<file path="src/rtl/mprj_io_ctrl_pkg.sv">
// Shared constants and helpers for the user-project IO control block.
// Holds the pad count, register offsets, CTRL bit positions and the counter ceiling.
package mprj_io_ctrl_pkg;

  localparam int NUM_IO = 38;

  localparam logic [7:0] OFS_OUT_LO  = 8'h00;
  localparam logic [7:0] OFS_OUT_HI  = 8'h04;
  localparam logic [7:0] OFS_OEB_LO  = 8'h08;
  localparam logic [7:0] OFS_OEB_HI  = 8'h0C;
  localparam logic [7:0] OFS_IN_LO   = 8'h10;
  localparam logic [7:0] OFS_IN_HI   = 8'h14;
  localparam logic [7:0] OFS_EDGE_LO = 8'h18;
  localparam logic [7:0] OFS_EDGE_HI = 8'h1C;
  localparam logic [7:0] OFS_CNT     = 8'h20;
  localparam logic [7:0] OFS_CTRL    = 8'h24;

  localparam int CTRL_SEL_LSB = 0;
  localparam int CTRL_SEL_MSB = 5;
  localparam int SEL_W        = CTRL_SEL_MSB - CTRL_SEL_LSB + 1;
  localparam int CTRL_CNT_CLR = 8;

  localparam logic [31:0] CNT_MAX = 32'hFFFF_FFFF;

  // Expand the four Wishbone byte-lane enables into a 32-bit bit mask.
  function automatic logic [31:0] lane_mask(input logic [3:0] sel);
    return {{8{sel[3]}}, {8{sel[2]}}, {8{sel[1]}}, {8{sel[0]}}};
  endfunction

  function automatic logic [31:0] lane_merge(input logic [31:0] old_val,
                                             input logic [31:0] wdat,
                                             input logic [31:0] mask);
    return (old_val & ~mask) | (wdat & mask);
  endfunction

endpackage

</file>
<file path="src/rtl/mprj_io_ctrl_io_sync_edge.sv">
// Two-flop synchronizer for the asynchronous pad inputs, followed by a
// previous-value flop that yields a one-cycle rising-edge strobe per bit.
module io_sync_edge #(
  parameter int W = 38
) (
  input  logic         i_clk,
  input  logic         i_rst_n,
  input  logic [W-1:0] i_async,
  output logic [W-1:0] o_sync,
  output logic [W-1:0] o_rise
);

  logic [W-1:0] r_meta;
  logic [W-1:0] r_sync;
  logic [W-1:0] r_prev;

  always_ff @(posedge i_clk or negedge i_rst_n) begin
    if (!i_rst_n) begin
      r_meta <= '0;
      r_sync <= '0;
      r_prev <= '0;
    end else begin
      r_meta <= i_async;
      r_sync <= r_meta;
      r_prev <= r_sync;
    end
  end

  assign o_sync = r_sync;
  assign o_rise = r_sync & ~r_prev;

endmodule

</file>
<file path="src/rtl/mprj_io_ctrl.sv">
// Wishbone-mapped control of the user IO pads: output/enable registers,
// synchronized input view, sticky rising-edge flags and a selectable edge counter.
module mprj_io_ctrl #(
  parameter logic [31:0] BASE_ADR = 32'h3000_0000,
  parameter int          NUM_IO   = mprj_io_ctrl_pkg::NUM_IO
) (
  input  logic              wb_clk_i,
  input  logic              wb_rst_n_i,
  input  logic              wbs_stb_i,
  input  logic              wbs_cyc_i,
  input  logic              wbs_we_i,
  input  logic [3:0]        wbs_sel_i,
  input  logic [31:0]       wbs_adr_i,
  input  logic [31:0]       wbs_dat_i,
  output logic              wbs_ack_o,
  output logic [31:0]       wbs_dat_o,
  input  logic              io_active,
  input  logic [NUM_IO-1:0] io_in,
  output logic [NUM_IO-1:0] io_out,
  output logic [NUM_IO-1:0] io_oeb
);

  import mprj_io_ctrl_pkg::*;

  localparam int HI_W = NUM_IO - 32;

  logic              w_sel;
  logic              w_wr;
  logic              w_rd_lat;
  logic [7:0]        w_ofs;
  logic [31:0]       w_lmask;
  logic [31:0]       w_rdata;
  logic [NUM_IO-1:0] w_sync;
  logic [NUM_IO-1:0] w_rise;
  logic [NUM_IO-1:0] w_edge_clr;
  logic              w_cnt_rise;
  logic              w_cnt_clr;

  logic              r_ack;
  logic [31:0]       r_dat;
  logic [NUM_IO-1:0] r_out;
  logic [NUM_IO-1:0] r_oeb;
  logic [NUM_IO-1:0] r_edge;
  logic [31:0]       r_cnt;
  logic [SEL_W-1:0]  r_sel;

  io_sync_edge #(.W(NUM_IO)) u_sync_edge (
    .i_clk   (wb_clk_i),
    .i_rst_n (wb_rst_n_i),
    .i_async (io_in),
    .o_sync  (w_sync),
    .o_rise  (w_rise)
  );

  assign w_sel    = wbs_stb_i & wbs_cyc_i & (wbs_adr_i[31:8] == BASE_ADR[31:8]);
  assign w_ofs    = wbs_adr_i[7:0];
  assign w_lmask  = lane_mask(wbs_sel_i);
  // Writes land at the edge closing the ack cycle; read data is captured at the edge opening it.
  assign w_wr     = w_sel & r_ack & wbs_we_i;
  assign w_rd_lat = w_sel & ~r_ack & ~wbs_we_i;

  always_comb begin
    w_rdata = '0;
    case (w_ofs)
      OFS_OUT_LO:  w_rdata = r_out[31:0];
      OFS_OUT_HI:  w_rdata = 32'(r_out[NUM_IO-1:32]);
      OFS_OEB_LO:  w_rdata = r_oeb[31:0];
      OFS_OEB_HI:  w_rdata = 32'(r_oeb[NUM_IO-1:32]);
      OFS_IN_LO:   w_rdata = w_sync[31:0];
      OFS_IN_HI:   w_rdata = 32'(w_sync[NUM_IO-1:32]);
      OFS_EDGE_LO: w_rdata = r_edge[31:0];
      OFS_EDGE_HI: w_rdata = 32'(r_edge[NUM_IO-1:32]);
      OFS_CNT:     w_rdata = r_cnt;
      OFS_CTRL:    w_rdata = 32'(r_sel) << CTRL_SEL_LSB;
      default:     w_rdata = '0;
    endcase
  end

  always_ff @(posedge wb_clk_i or negedge wb_rst_n_i) begin
    if (!wb_rst_n_i) begin
      r_ack <= 1'b0;
      r_dat <= '0;
    end else begin
      r_ack <= w_sel & ~r_ack;
      r_dat <= w_rd_lat ? w_rdata : '0;
    end
  end

  assign wbs_ack_o = r_ack;
  assign wbs_dat_o = r_dat;

  always_ff @(posedge wb_clk_i or negedge wb_rst_n_i) begin
    if (!wb_rst_n_i) begin
      r_out <= '0;
      r_oeb <= '1;
      r_sel <= '0;
    end else if (w_wr) begin
      case (w_ofs)
        OFS_OUT_LO: r_out[31:0] <= lane_merge(r_out[31:0], wbs_dat_i, w_lmask);
        OFS_OUT_HI: r_out[NUM_IO-1:32] <= (r_out[NUM_IO-1:32] & ~w_lmask[HI_W-1:0]) |
                                          (wbs_dat_i[HI_W-1:0] & w_lmask[HI_W-1:0]);
        OFS_OEB_LO: r_oeb[31:0] <= lane_merge(r_oeb[31:0], wbs_dat_i, w_lmask);
        OFS_OEB_HI: r_oeb[NUM_IO-1:32] <= (r_oeb[NUM_IO-1:32] & ~w_lmask[HI_W-1:0]) |
                                          (wbs_dat_i[HI_W-1:0] & w_lmask[HI_W-1:0]);
        OFS_CTRL: begin
          if (wbs_sel_i[CTRL_SEL_LSB / 8]) r_sel <= wbs_dat_i[CTRL_SEL_MSB:CTRL_SEL_LSB];
        end
        default: ;
      endcase
    end
  end

  always_comb begin
    w_edge_clr = '0;
    if (w_wr && w_ofs == OFS_EDGE_LO) w_edge_clr[31:0] = wbs_dat_i & w_lmask;
    if (w_wr && w_ofs == OFS_EDGE_HI) w_edge_clr[NUM_IO-1:32] = wbs_dat_i[HI_W-1:0] & w_lmask[HI_W-1:0];
  end

  always_ff @(posedge wb_clk_i or negedge wb_rst_n_i) begin
    if (!wb_rst_n_i) begin
      r_edge <= '0;
    end else begin
      // A new edge outranks a simultaneous write-1-to-clear on the same bit.
      r_edge <= (r_edge & ~w_edge_clr) | w_rise;
    end
  end

  always_comb begin
    w_cnt_rise = 1'b0;
    if (int'(r_sel) < NUM_IO) w_cnt_rise = w_rise[r_sel];
  end

  assign w_cnt_clr = w_wr & (w_ofs == OFS_CTRL) & wbs_sel_i[CTRL_CNT_CLR / 8] &
                     wbs_dat_i[CTRL_CNT_CLR];

  always_ff @(posedge wb_clk_i or negedge wb_rst_n_i) begin
    if (!wb_rst_n_i) begin
      r_cnt <= '0;
    end else if (w_cnt_clr) begin
      r_cnt <= '0;
    end else if (w_cnt_rise && r_cnt != CNT_MAX) begin
      r_cnt <= r_cnt + 32'd1;
    end
  end

  // Global enable gates the pads combinationally; the registers keep their contents.
  assign io_out = io_active ? r_out : '0;
  assign io_oeb = io_active ? r_oeb : '1;

endmodule
</file>
<file path="config.mk">
export PLATFORM = sky130hd
export DESIGN_NAME = mprj_io_ctrl
export DESIGN_NICKNAME = d
export VERILOG_FILES = /design/src/rtl/mprj_io_ctrl_pkg.sv /design/src/rtl/mprj_io_ctrl_io_sync_edge.sv /design/src/rtl/mprj_io_ctrl.sv
export SDC_FILE = /design/constraint.sdc
export NUM_CORES = 1
export LEC_CHECK = 0
export CORE_ASPECT_RATIO = 1.1
export CORE_MARGIN = 8
export CORE_UTILIZATION = 45
export DETAILED_ROUTE_END_ITERATION = 10
export PLACE_DENSITY = 0.72
export RECOVER_POWER = 50
export SLEW_MARGIN = 20
export SYNTH_ARGS = -nofsm -noshare
export SYNTH_HDL_FRONTEND = slang
export SYNTH_SLANG_ARGS = --single-unit
export TNS_END_PERCENT = 50
</file>
<file path="constraint.sdc">
create_clock -name wb_clk_i -period 2.2 [get_ports wb_clk_i]
set_clock_uncertainty 0.05 [all_clocks]
set_input_delay 0.22 -clock wb_clk_i [delete_from_list [all_inputs] [get_ports wb_clk_i]]
set_output_delay 0.22 -clock wb_clk_i [all_outputs]
set_load 0.02 [all_outputs]
</file>
# Yosys cells after proc, flatten, opt, wreduce, memory -nomap -nowiden
# Index checks and enable logic that the tools add are counted.
# word_totals
register_bits,299
input_bits,112
out_inout_bits,109
elab_cells,75
# op_classes
add_sub_neg,1
n_lt_le_gt_ge,2
n_eq_ne,11
n_mux,11
n_bitwise,28
reduce_logical,10
# op_table
operator,n
32-bit case mux with 10 select lines,1
32-bit two-way mux,4
32-bit bitwise AND,3
38-bit bitwise AND,2
38-bit two-way mux,2
38-bit inverter,2
32-bit OR,2
38-bit OR,1
32-bit by 1-bit adder with 32-bit output (second input constant),1
8-bit by 5-bit == test with 1-bit output (second input constant),4
32-bit inequality test (second input constant),1
32-bit inverter,1
24-bit by 22-bit == test with 1-bit output (second input constant),1
6-bit bitwise AND,3
8-bit by 4-bit == test with 1-bit output (second input constant),2
8-bit by 6-bit == test with 1-bit output (second input constant),2
6-bit OR,2
1-bit bitwise AND,9
8-bit by 3-bit == test with 1-bit output (second input constant),1
8-bit zero test,1
2-bit AND reduction,4
6-bit by 7-bit < comparator with 1-bit output (second input constant),1
1-bit binary-select mux with 6-bit select,1
6-bit < comparator (second input constant),1
other kinds (7),11

# Longest topological paths before layout
# depth
word_depth,9
mapped_depth,13
ltp_nobuf,9

# By module
# Synthesis repeated with hierarchy kept, for this count alone.
# hier_totals
hier_cells,1038
hier_area_um2,12861.1
# modules_own_cells
module,instances,cells_per_inst,area_per_inst_um2
mprj_io_ctrl,1,886,9485.3
io_sync_edge,1,152,3375.7

# Least setup slack after synthesis
# OpenSTA, ideal clock, no wires.
# synth_path
path_kind,register to register
from,register r_sel[0]
to,register r_cnt[20]
setup_ps,121
arrival_time_ps,2067
setup_slack_ps,-38
stages_incl_launch_ff,12
path_buffers,2
path_cell_list,dfrtp_1 -> buf_6 -> buf_6 -> nor3b_2 -> a31oi_1 -> a211oi_1 -> a21oi_1 -> nor4_2 -> a41oi_2 -> or4_1 -> xor2_1 -> nor2_1
# synth_between
elab_chain_cells,5
elab_cells_between_ends,6
# synth_lines
item,line_no,source
from (decl),mprj_io_ctrl.sv:45,logic [SEL_W-1:0] r_sel;
from (signal assigned),mprj_io_ctrl.sv:106,if (wbs_sel_i[CTRL_SEL_LSB / 8]) r_sel <= wbs_dat_i[CTRL_SEL_MSB:CTRL_SEL_LSB];
1-bit binary-select mux with 6-bit select,mprj_io_ctrl.sv:130,if (int'(r_sel) < NUM_IO) w_cnt_rise = w_rise[r_sel];
1-bit two-way mux (not written as such),mprj_io_ctrl.sv:130,
1-bit two-way mux *,mprj_io_ctrl.sv:130,
1-bit logical AND *,mprj_io_ctrl.sv:141,end else if (w_cnt_rise && r_cnt != CNT_MAX) begin
2-bit nonzero test (no line) *,-,
to (signal assigned),mprj_io_ctrl.sv:142,r_cnt <= r_cnt + 32'd1;
to (decl),mprj_io_ctrl.sv:44,logic [31:0] r_cnt;
# Every way passes the cells marked *; elsewhere a longest branch is shown, timed or not. The select of a mux whose other input is x is not followed.
# A chain may end at the register's enable or synchronous reset.

# Worst setup path in the final report
# layout_path
from,register r_sel[1]
to,register r_cnt[20]
# Same word-level chain as after synthesis.

==> impl_metrics.py <==
metrics = {
    "worst_setup_path": {
        "cpMaxStageDelayCell": "or4_4",
        "worstSetupStartpoint": "r_sel[1]",
        "r2r-end": "r_cnt[20]",
        "slowest_delay_ns": 0.54,
        "setup.worst_path.end_class": "register",
        "worstSetupPathType": "register to register",
        "crit_fanout": 12,
        "cp_top_family": "simple AND/OR/NAND/NOR gates",
        "cp_num_buf_inv": 1,
        "r2r-start": "r_sel[1]",
        "critPathRequiredTime_ns": 2.60,
        "critPathArrivalTime_ns": 2.88,
        "reg2reg_depth": 9,
        "startpoint_type": "register",
        "rrSetupSlack_ns": -0.28,
        "worstPathCellList": "buf_12 > o311a_4 > nor2_4 > nor4_2 > nor3_2 > a41oi_4 > or4_4 > xor2_1 > nor2_1",
    },
    "pwr": {
        "leakagePower_nw": 7.721,
        "cellPowerDensity_nw_per_um2": 683.3,
        "power_mw": 12.26,
        "vdd_ir_drop_max_mv": 0.8051,
    },
    "yosys": {
        "synth_cell_type_count": 64,
        "synthCells": 1095,
        "synth.top_cell.area_share": 0.5096,
        "synth_area_leader_cell": "dfrtp_1",
        "syn_area_per_cell_um2": 11.70,
        "async_flop_share": 1.000,
        "syn-cell-area_um2": 12820,
        "ys_seq_elements": 299,
        "ys_seq_area_frac": 0.5875,
        "synth_ff_type": "dfrtp_1",
        "synth_nets": 1208,
        "synthTopCellsByCount": "dfrtp_1 (261), nand2_1 (121), mux2_2 (82), nor2_1 (70), o21ai_0 (47)",
        "synth_edf_count": 0,
        "yosysMostFrequentCell": "dfrtp_1",
        "synth.top_cells.by_area": "dfrtp_1 (51%), dfstp_2 (7.8%), mux2_2 (7.2%)",
        "synth-warning-count": 0,
    },
    "clocking": {
        "cts_sinks": 299,
        "htreeDepth": 1,
        "clkTransAtPathRegs_ns": 0.06,
        "clockBufferDepth": 3,
        "cts_tree": "built",
        "worstSkewPairLatency_ns": 0.56,
        "clock-root-buffer": "clkbuf_16",
        "numCtsBuffers": 31,
    },
    "drt": {
        "vias_per_cell": 5.393,
        "via_count": 10010,
        "first_pass_iters": 5,
        "drc": 0,
        "drt_wl_total_mm": 37.90,
        "antenna_left": 0,
        "wl_per_cell_um": 20.42,
        "first_iter_violations": 646,
    },
    "status": {
        "violations": "max-capacitance violations, max-slew violations, negative setup slack",
        "status": "finished with violations",
    },
    "run": {
        "drv_cap": 1,
    },
    "placement": {
        "place_congestion": 0.8621,
        "placed_area_um2": 16570,
        "placed_cells": 1779,
        "place_ws_ns": -0.5276,
        "dpl.hpwl_mm": 27.35,
        "io_buffers": 220,
    },
    "die": {
        "chipWidth_um": 176.9,
        "io_pins": 221,
        "num_rows": 65,
        "die_h_um": 193.0,
        "initial_core_util": 0.4515,
        "dieArea_um2": 34140,
        "core_um2": 28380,
    },
    "grt": {
        "grt_first_pass_wirelength_mm": 59.51,
        "grt_max_degree": 66,
        "grt_use_total": 0.2202,
        "grt_pass1_vias": 10740,
        "grt-ovfl-total": 0,
        "antenna_found_initial": 2,
    },
    "timing": {
        "hold_viol": 0,
        "post-route-period-util": 1.129,
        "rsz0062_at_grt": "true",
        "max_freq_mhz": 402.5,
        "tns_ns": -6.567,
        "hold_slack_ns": 0.1596,
        "tightestPinTransition_ns": 1.757,
        "setup_violations": 32,
        "setup_ws_ns": -0.2844,
        "period_needed_ns": 2.484,
        "relSlewSlack": -0.1712,
        "slew_viol_final": 66,
    },
    "cells_and_area": {
        "utilization": 0.6321,
        "n_fill_cell": 2195,
        "synthToLayoutAreaGrowth_pct": 39.99,
        "final_area_um2": 17940,
        "layout.cells.non_filler": 1856,
        "layout-drive-gt1-share": 0.2631,
        "nNetsFinal": 1574,
    },
    "worst_hold_path": {
        "hold-path-cell-count": 1,
        "hp-start": "io_in[14]",
        "hp-class": "primary input to register",
        "min_to": "u_sync_edge.r_meta[14]",
    },
}
[worst max-delay path by stage]
stage           endpoint  cells past startpoint
4_1_cts        r_cnt[20]                     10
3_5_place_dp    register                      7
2_1_floorplan  r_cnt[30]                     11
5_1_grt        r_cnt[17]                     11
6_report       r_cnt[20]                      9
3_3_place_gp    register                      7
[power breakdown]
group	total (mW)	internal, mW	switching (mW)
logic	1.18	0.586	0.590
registers	5.87	5.71	0.163
clock network	5.21	3.09	2.12
total	12.3	9.39	2.87
[cell families (layout without fill, tap and decap cells)]
family | count (synthesis) | count (layout) | share of synthesized area
muxes | 118 | 118 | 0.1011
and+or+nand+nor | 411 | 411 | 0.1779
adders and majority gates | 1 | 1 | 0.0009761
buffers and inverters | 88 | 478 | 0.03231
other | 0 | 2 | 0
xor gates and xnor gates | 21 | 21 | 0.01435
AOI/OAI and AO/OA | 157 | 158 | 0.08582
DFF | 299 | 299 | 0.5875
[worst reg2reg max path: stages, from the launching register on]
cell and delay [ns]:
dfrtp_1 0.41, buf_12 0.17, o311a_4 0.34, nor2_4 0.09
nor4_2 0.05, nor3_2 0.31, a41oi_4 0.25, or4_4 0.54
xor2_1 0.14, nor2_1 0.05
[cell type report]
class                      instances  area (um^2)  area share
multi-input combinational        709         5170      0.2882
timing repair buffer             388         3628      0.2022
tap                              368        460.4     0.02566
inverter                          32        120.1    0.006695
sequential                       299         7531      0.4198
clock buffer                      48        919.6     0.05126
antenna                            2        5.005   0.0002790
clock inverter                    10        106.4    0.005928
[per-layer routing]
layer,track usage,part of all wire,vias up
li1,-,-,4573
met1,0.2659,0.40,5066
met2,0.3915,0.52,299
met3,0.03603,0.049,72
met4,0.08056,0.029,0
met5,0,0,-
[repair_timing]
action	CTS	global route
pin swaps	40	12
resized for setup	31	28
hold buffers	1	0
buffers inserted	10	3
endpoints found under the hold margin	56	0
endpoints found under the setup margin	32	90
gates cloned	3	0
[placed cells by master, fill, tap and decap left out, drive strengths merged, types with 20 or more instances in the layout]
cell type	instances
nor2	72
dlygate4sd3	39
dfrtp	261
mux2i	35
inv	33
nor3	23
buf	132
nand2	122
clkdlybuf4s50	179
clkbuf	86
dfstp	38
and2	47
a221oi	37
mux2	82
o21ai	47
nand2b	43
xnor2	20
(Power assumes the default switching activity.)
==> variant 1, RTL diff (same settings) <==
Make the reset (`i_rst_n` and `wb_rst_n_i`) synchronous in 5 clocked blocks. Comments in the files are not updated.
--- a/src/rtl/mprj_io_ctrl_io_sync_edge.sv
+++ b/src/rtl/mprj_io_ctrl_io_sync_edge.sv
@@ -14,7 +14,7 @@
   logic [W-1:0] r_sync;
   logic [W-1:0] r_prev;
 
-  always_ff @(posedge i_clk or negedge i_rst_n) begin
+  always_ff @(posedge i_clk) begin
     if (!i_rst_n) begin
       r_meta <= '0;
       r_sync <= '0;
--- a/src/rtl/mprj_io_ctrl.sv
+++ b/src/rtl/mprj_io_ctrl.sv
@@ -76,7 +76,7 @@
     endcase
   end
 
-  always_ff @(posedge wb_clk_i or negedge wb_rst_n_i) begin
+  always_ff @(posedge wb_clk_i) begin
     if (!wb_rst_n_i) begin
       r_ack <= 1'b0;
       r_dat <= '0;
@@ -89,7 +89,7 @@
   assign wbs_ack_o = r_ack;
   assign wbs_dat_o = r_dat;
 
-  always_ff @(posedge wb_clk_i or negedge wb_rst_n_i) begin
+  always_ff @(posedge wb_clk_i) begin
     if (!wb_rst_n_i) begin
       r_out <= '0;
       r_oeb <= '1;
@@ -116,7 +116,7 @@
     if (w_wr && w_ofs == OFS_EDGE_HI) w_edge_clr[NUM_IO-1:32] = wbs_dat_i[HI_W-1:0] & w_lmask[HI_W-1:0];
   end
 
-  always_ff @(posedge wb_clk_i or negedge wb_rst_n_i) begin
+  always_ff @(posedge wb_clk_i) begin
     if (!wb_rst_n_i) begin
       r_edge <= '0;
     end else begin
@@ -133,7 +133,7 @@
   assign w_cnt_clr = w_wr & (w_ofs == OFS_CTRL) & wbs_sel_i[CTRL_CNT_CLR / 8] &
                      wbs_dat_i[CTRL_CNT_CLR];
 
-  always_ff @(posedge wb_clk_i or negedge wb_rst_n_i) begin
+  always_ff @(posedge wb_clk_i) begin
     if (!wb_rst_n_i) begin
       r_cnt <= '0;
     end else if (w_cnt_clr) begin
Formal check against the unedited RTL: differs if wb_rst_n_i is asserted again (counterexample within 4 cycles, from zero or initial values and one cycle with wb_rst_n_i low); with wb_rst_n_i held inactive, the same outputs for 4 cycles.
==> variant 1 against the original RTL <==
The flow finishes with violations (setup timing). Critical path depth rose by 1. Setup slack improved by 0.13 ns. Final area fell by 3.8%. Synthesized cell count rose by 20%. Wire length rose by 3.1%. Via count rose by 11%. Sequential cell count did not move. Combinational power fell by 45%. Global-route usage rose by 2.0 points. Synthesized area fell by 8.0%. Power fell by 2.3%.
==> variant 1: results (changes against the original RTL) <==
p_leak_nw: 6.96  # -9.8%
drt_iter0_drc: 1110  # +72%
syn_nets: 1430  # +18%
ys_types: 58  # -9.4%
crit_slowest_cell: "dfxtp_4"
synth-async-reset-ratio_pct: 0  # -100 points
fin_ws_ns: -0.158  # +0.126 ns
dp.cells: 1990  # +12%
cts_buffers: 30  # -3.2%
crit_fanout: 5  # -7
grt_pass1_vias: 11133  # +3.7%
worstHoldEndpoint: "wbs_ack_o"
syn_inst: 1317  # +20%
synth_area_leaders: "dfxtp_1 51%, and2_1 8.3%, nand2_1 5.1%"
postCtsSetupRepairBufs: 7  # -3
wl_met1_mm: 15.8  # +5.0%
nets: 1792  # +14%
reg2reg_from: "r_sel[0]"
cts-resized-gates: 60  # +94%
startpoint: "r_sel[0]"
vdd_drop_max_v: 0.000541  # -33%
use_met1_pct: 29.6  # +3.0 points
violations: "setup timing"
ys_seq_area_share_pct: 50.7  # -8.0 points
post-place-ws_ns: -0.587  # -0.0596 ns
areaGrowthSynthToFinish_pct: 46.3
gp_congestion: 0.904  # +4.9%
finalSetupViolations: 32  # unchanged
tightest_slew_ns: 1.46  # -0.298 ns
dp.final_hpwl_mm: 27.3  # -0.29%
worst-r2r-cell-count: 10  # +1
status: "finished, violations left"
fin_cells: 2056  # +11%
via_per_inst: 5.41  # +0.32%
place_area_mm2: 0.0156  # -5.8%
wl_met3_mm: 3.32  # +77%
grt_usage_pct: 24.0  # +2.0 points
drive_gt1_share_pct: 19.6  # -6.7 points
worstPathArrival_ns: 2.75  # -0.13 ns
-- variant 1: cell count changes after synthesis, sizes merged, moves of 38 or more --
cell   before  now
dfxtp       0  299
dfrtp     261    0
and2       47  156
mux2       82    0
a21oi      16   95
nand3      16   81
o21ai      47    4
dfstp      38    0
nand2     122  160
-- variant 1: worst max path at each step --
stage | end | slack [ns] | depth (start not counted)
after global placement | flip-flop | -0.53 | 10
after detailed placement | r_cnt[9] | -0.59 | 10
after global routing | r_cnt[23] | -0.26 | 10
after CTS | r_cnt[25] | -0.17 | 9
after floorplan | r_cnt[15] | -0.12 | 11
final | r_cnt[23] | -0.16 | 10
-- variant 1: area by class of cell --
| class | count | share of cell area, % |
|---|---|---|
| diodes | 1 | 0.0145 |
| clock buffers | 39 | 5.02 |
| clock inverters | 17 | 1.56 |
| inverters | 13 | 0.370 |
| multi-input cells | 921 | 33.7 |
| flip-flops and latches | 299 | 34.8 |
| well taps | 352 | 2.55 |
| repair buffers | 414 | 22.1 |
-- variant 1: where the power goes --
part           internal [mW]  total, mW  leakage (nW)  switching, mW
Combinational          0.356      0.646          3.97          0.290
Sequential              5.53       5.59          2.44         0.0559
Clock                   3.59       5.74         0.558           2.15
Total                   9.48       12.0          6.96           2.50
-- variant 1: worst min-delay path, cell delays in order --
cell and delay, ns:
clkbuf_1 0.13, inv_2 0.16, nor3b_1 0.09
-- variant 1: kinds of logic after synthesis --
kind of cell	after synthesis	share of synthesized area (%)
buffers and inverters	97	3.36
and+or+nand+nor	652	28.5
DFF	299	50.7
adders and majority gates	1	0.106
muxes	32	3.20
xor gates and xnor gates	15	1.11
AOI/OAI and AO/OA	221	13.0
==> variant 2, RTL diff (same flow settings) <==
Made on the original files. The package constant `CTRL_SEL_MSB` goes from 5 to 4.
--- a/src/rtl/mprj_io_ctrl_pkg.sv
+++ b/src/rtl/mprj_io_ctrl_pkg.sv
@@ -16,7 +16,7 @@
   localparam logic [7:0] OFS_CTRL    = 8'h24;
 
   localparam int CTRL_SEL_LSB = 0;
-  localparam int CTRL_SEL_MSB = 5;
+  localparam int CTRL_SEL_MSB = 4;
   localparam int SEL_W        = CTRL_SEL_MSB - CTRL_SEL_LSB + 1;
   localparam int CTRL_CNT_CLR = 8;
 
Behaviour: not the same (a bounded check fails within 4 cycles, from zero or initial values and one cycle with wb_rst_n_i low).
==> variant 2 against the original RTL <==
The run ends with setup timing left. Power is 3.6% higher. Count of clock-buffer cells in the layout down 8. Non-clock buffer count down 7. Core utilization grew 0.52 points. Sequential share of layout area rose by 0.65 points. Highest routed layer unchanged. Largest cell class unchanged. Wire length is 0.63% lower. Setup slack worse by 0.13 ns. Worst hold slack worse by 0.0039 ns. Final area fell by 1.9%. Sequential cell count shrank 1. Synthesized area fell by 2.3%. Synthesized cell count decreased by 3.3%. Clock power rose by 6.9%. Critical path type unchanged. Largest power group unchanged.
==> variant 2: results (changes against the original RTL) <==
dp.final_hpwl_mm: 27.5  # +0.40%
pg_seq_mw: 5.78  # -2%
synth-compound-area-share_pct: 9.69  # +1.1 points
whs_ns: 0.156  # -0.00388 ns
totalWireLength_mm: 37.7  # -0.63%
cts-resized-gates: 23  # -26%
nets: 1534  # -2.5%
synthXorXnorAreaFrac_pct: 0.350  # -1.1 points
grt_pass1_wl_mm: 59.7  # +0.35%
port_buffers: 220  # unchanged
max_stage_delay_ns: 0.50  # -0.04 ns
root_buffer: "clkbuf_16"
yosys.area_share.adder_pct: 0.0999  # +0.0023 points
post-place-ws_ns: -0.516  # +0.0117 ns
worstHoldEndpoint: "u_sync_edge.r_meta[26]"
fin_tns_setup_ns: -10.49  # -3.92 ns
worstPathArrival_ns: 3.06  # +0.18 ns
crit_fanout: 16  # +4
hp-start: "io_in[26]"
antenna_found_initial: 0  # -2
dp.cells: 1742  # -2.1%
place_area_mm2: 0.0164  # -1.3%
drt_iter0_drc: 778  # +20%
crit_slowest_cell: "mux4_2"
h-tree-depth: 1  # unchanged
grt_usage_pct: 22.3  # +0.29 points
synth-async-reset-ratio_pct: 100  # unchanged
fin_cells: 1809  # -2.5%
drive_gt1_share_pct: 25.7  # -0.66 points
postCtsHoldBufs: 1  # unchanged
power_frac_comb_pct: 10.5  # +0.9 points
violations: "setup timing"
synth_mux_area_share_pct: 11.1  # +0.98 points
worst-r2r-cell-count: 8  # -1
min_path_type: "in -> reg"
finish.instance_area_mm2: 0.0176  # -1.9%
num_vias: 9961  # -0.49%
tightest_slew_ns: 1.18  # -0.574 ns
status: "finished, violations left"
fin_ws_ns: -0.413  # -0.129 ns
ys_types: 58  # -9.4%
syn_nets: 1172  # -3.0%
finalSetupViolations: 32  # unchanged
synth_area_leaders: "dfrtp_1 52%, dfstp_2 8.0%, mux2_2 7.3%"
nFillCells: 2165  # -1.4%
dr.pass1.iters: 6  # +1
n_antenna_cell: 0  # -2
grt_start_max_net_pins: 69  # +4.5%
gp_congestion: 0.863  # +0.12%
cp-endpoint: "r_cnt[31]"
synth.avg_cell_area_um2: 11.8  # +1.1%
vdd_drop_max_v: 0.000583  # -28%
grt_pass1_vias: 10521  # -2.0%
swShare_pct: 23.6  # +0.19 points
p_leak_nw: 7.73  # about the same
ys_seq_area_share_pct: 59.9  # +1.2 points
power_density_mw_per_mm2: 721  # +5.5%
variant 2: cell types whose count changed after synthesis, sizes merged, moves of 5 or more:
cell,before,now
nor2,72,49
xnor2,20,5
o21ai,47,13
nor3,23,9
nand2b,43,52
a21oi,16,43
buf,20,13
nand2,122,117
mux2i,35,41
a22o,10,27
variant 2: layout make-up:
| class | count | area share (%) |
|---|---|---|
| flip-flops and latches | 298 | 42.6 |
| clock buffers | 40 | 4.94 |
| inverters | 30 | 0.640 |
| multi-input cells | 679 | 27.9 |
| well taps | 363 | 2.58 |
| clock inverters | 18 | 1.31 |
| repair buffers | 381 | 19.9 |
variant 2: metal layers:
metal / vias to the layer above / GRT usage (%) / part of all wire (%) / wire length [um]
li1: 4490 / - / - / -
met1: 5068 / 28.8 / 41 / 15500
met2: 346 / 38.7 / 51 / 19300
met3: 57 / 3.36 / 5.5 / 2080
met4: 0 / 6.20 / 2.1 / 793
met5: - / 0 / 0 / 0
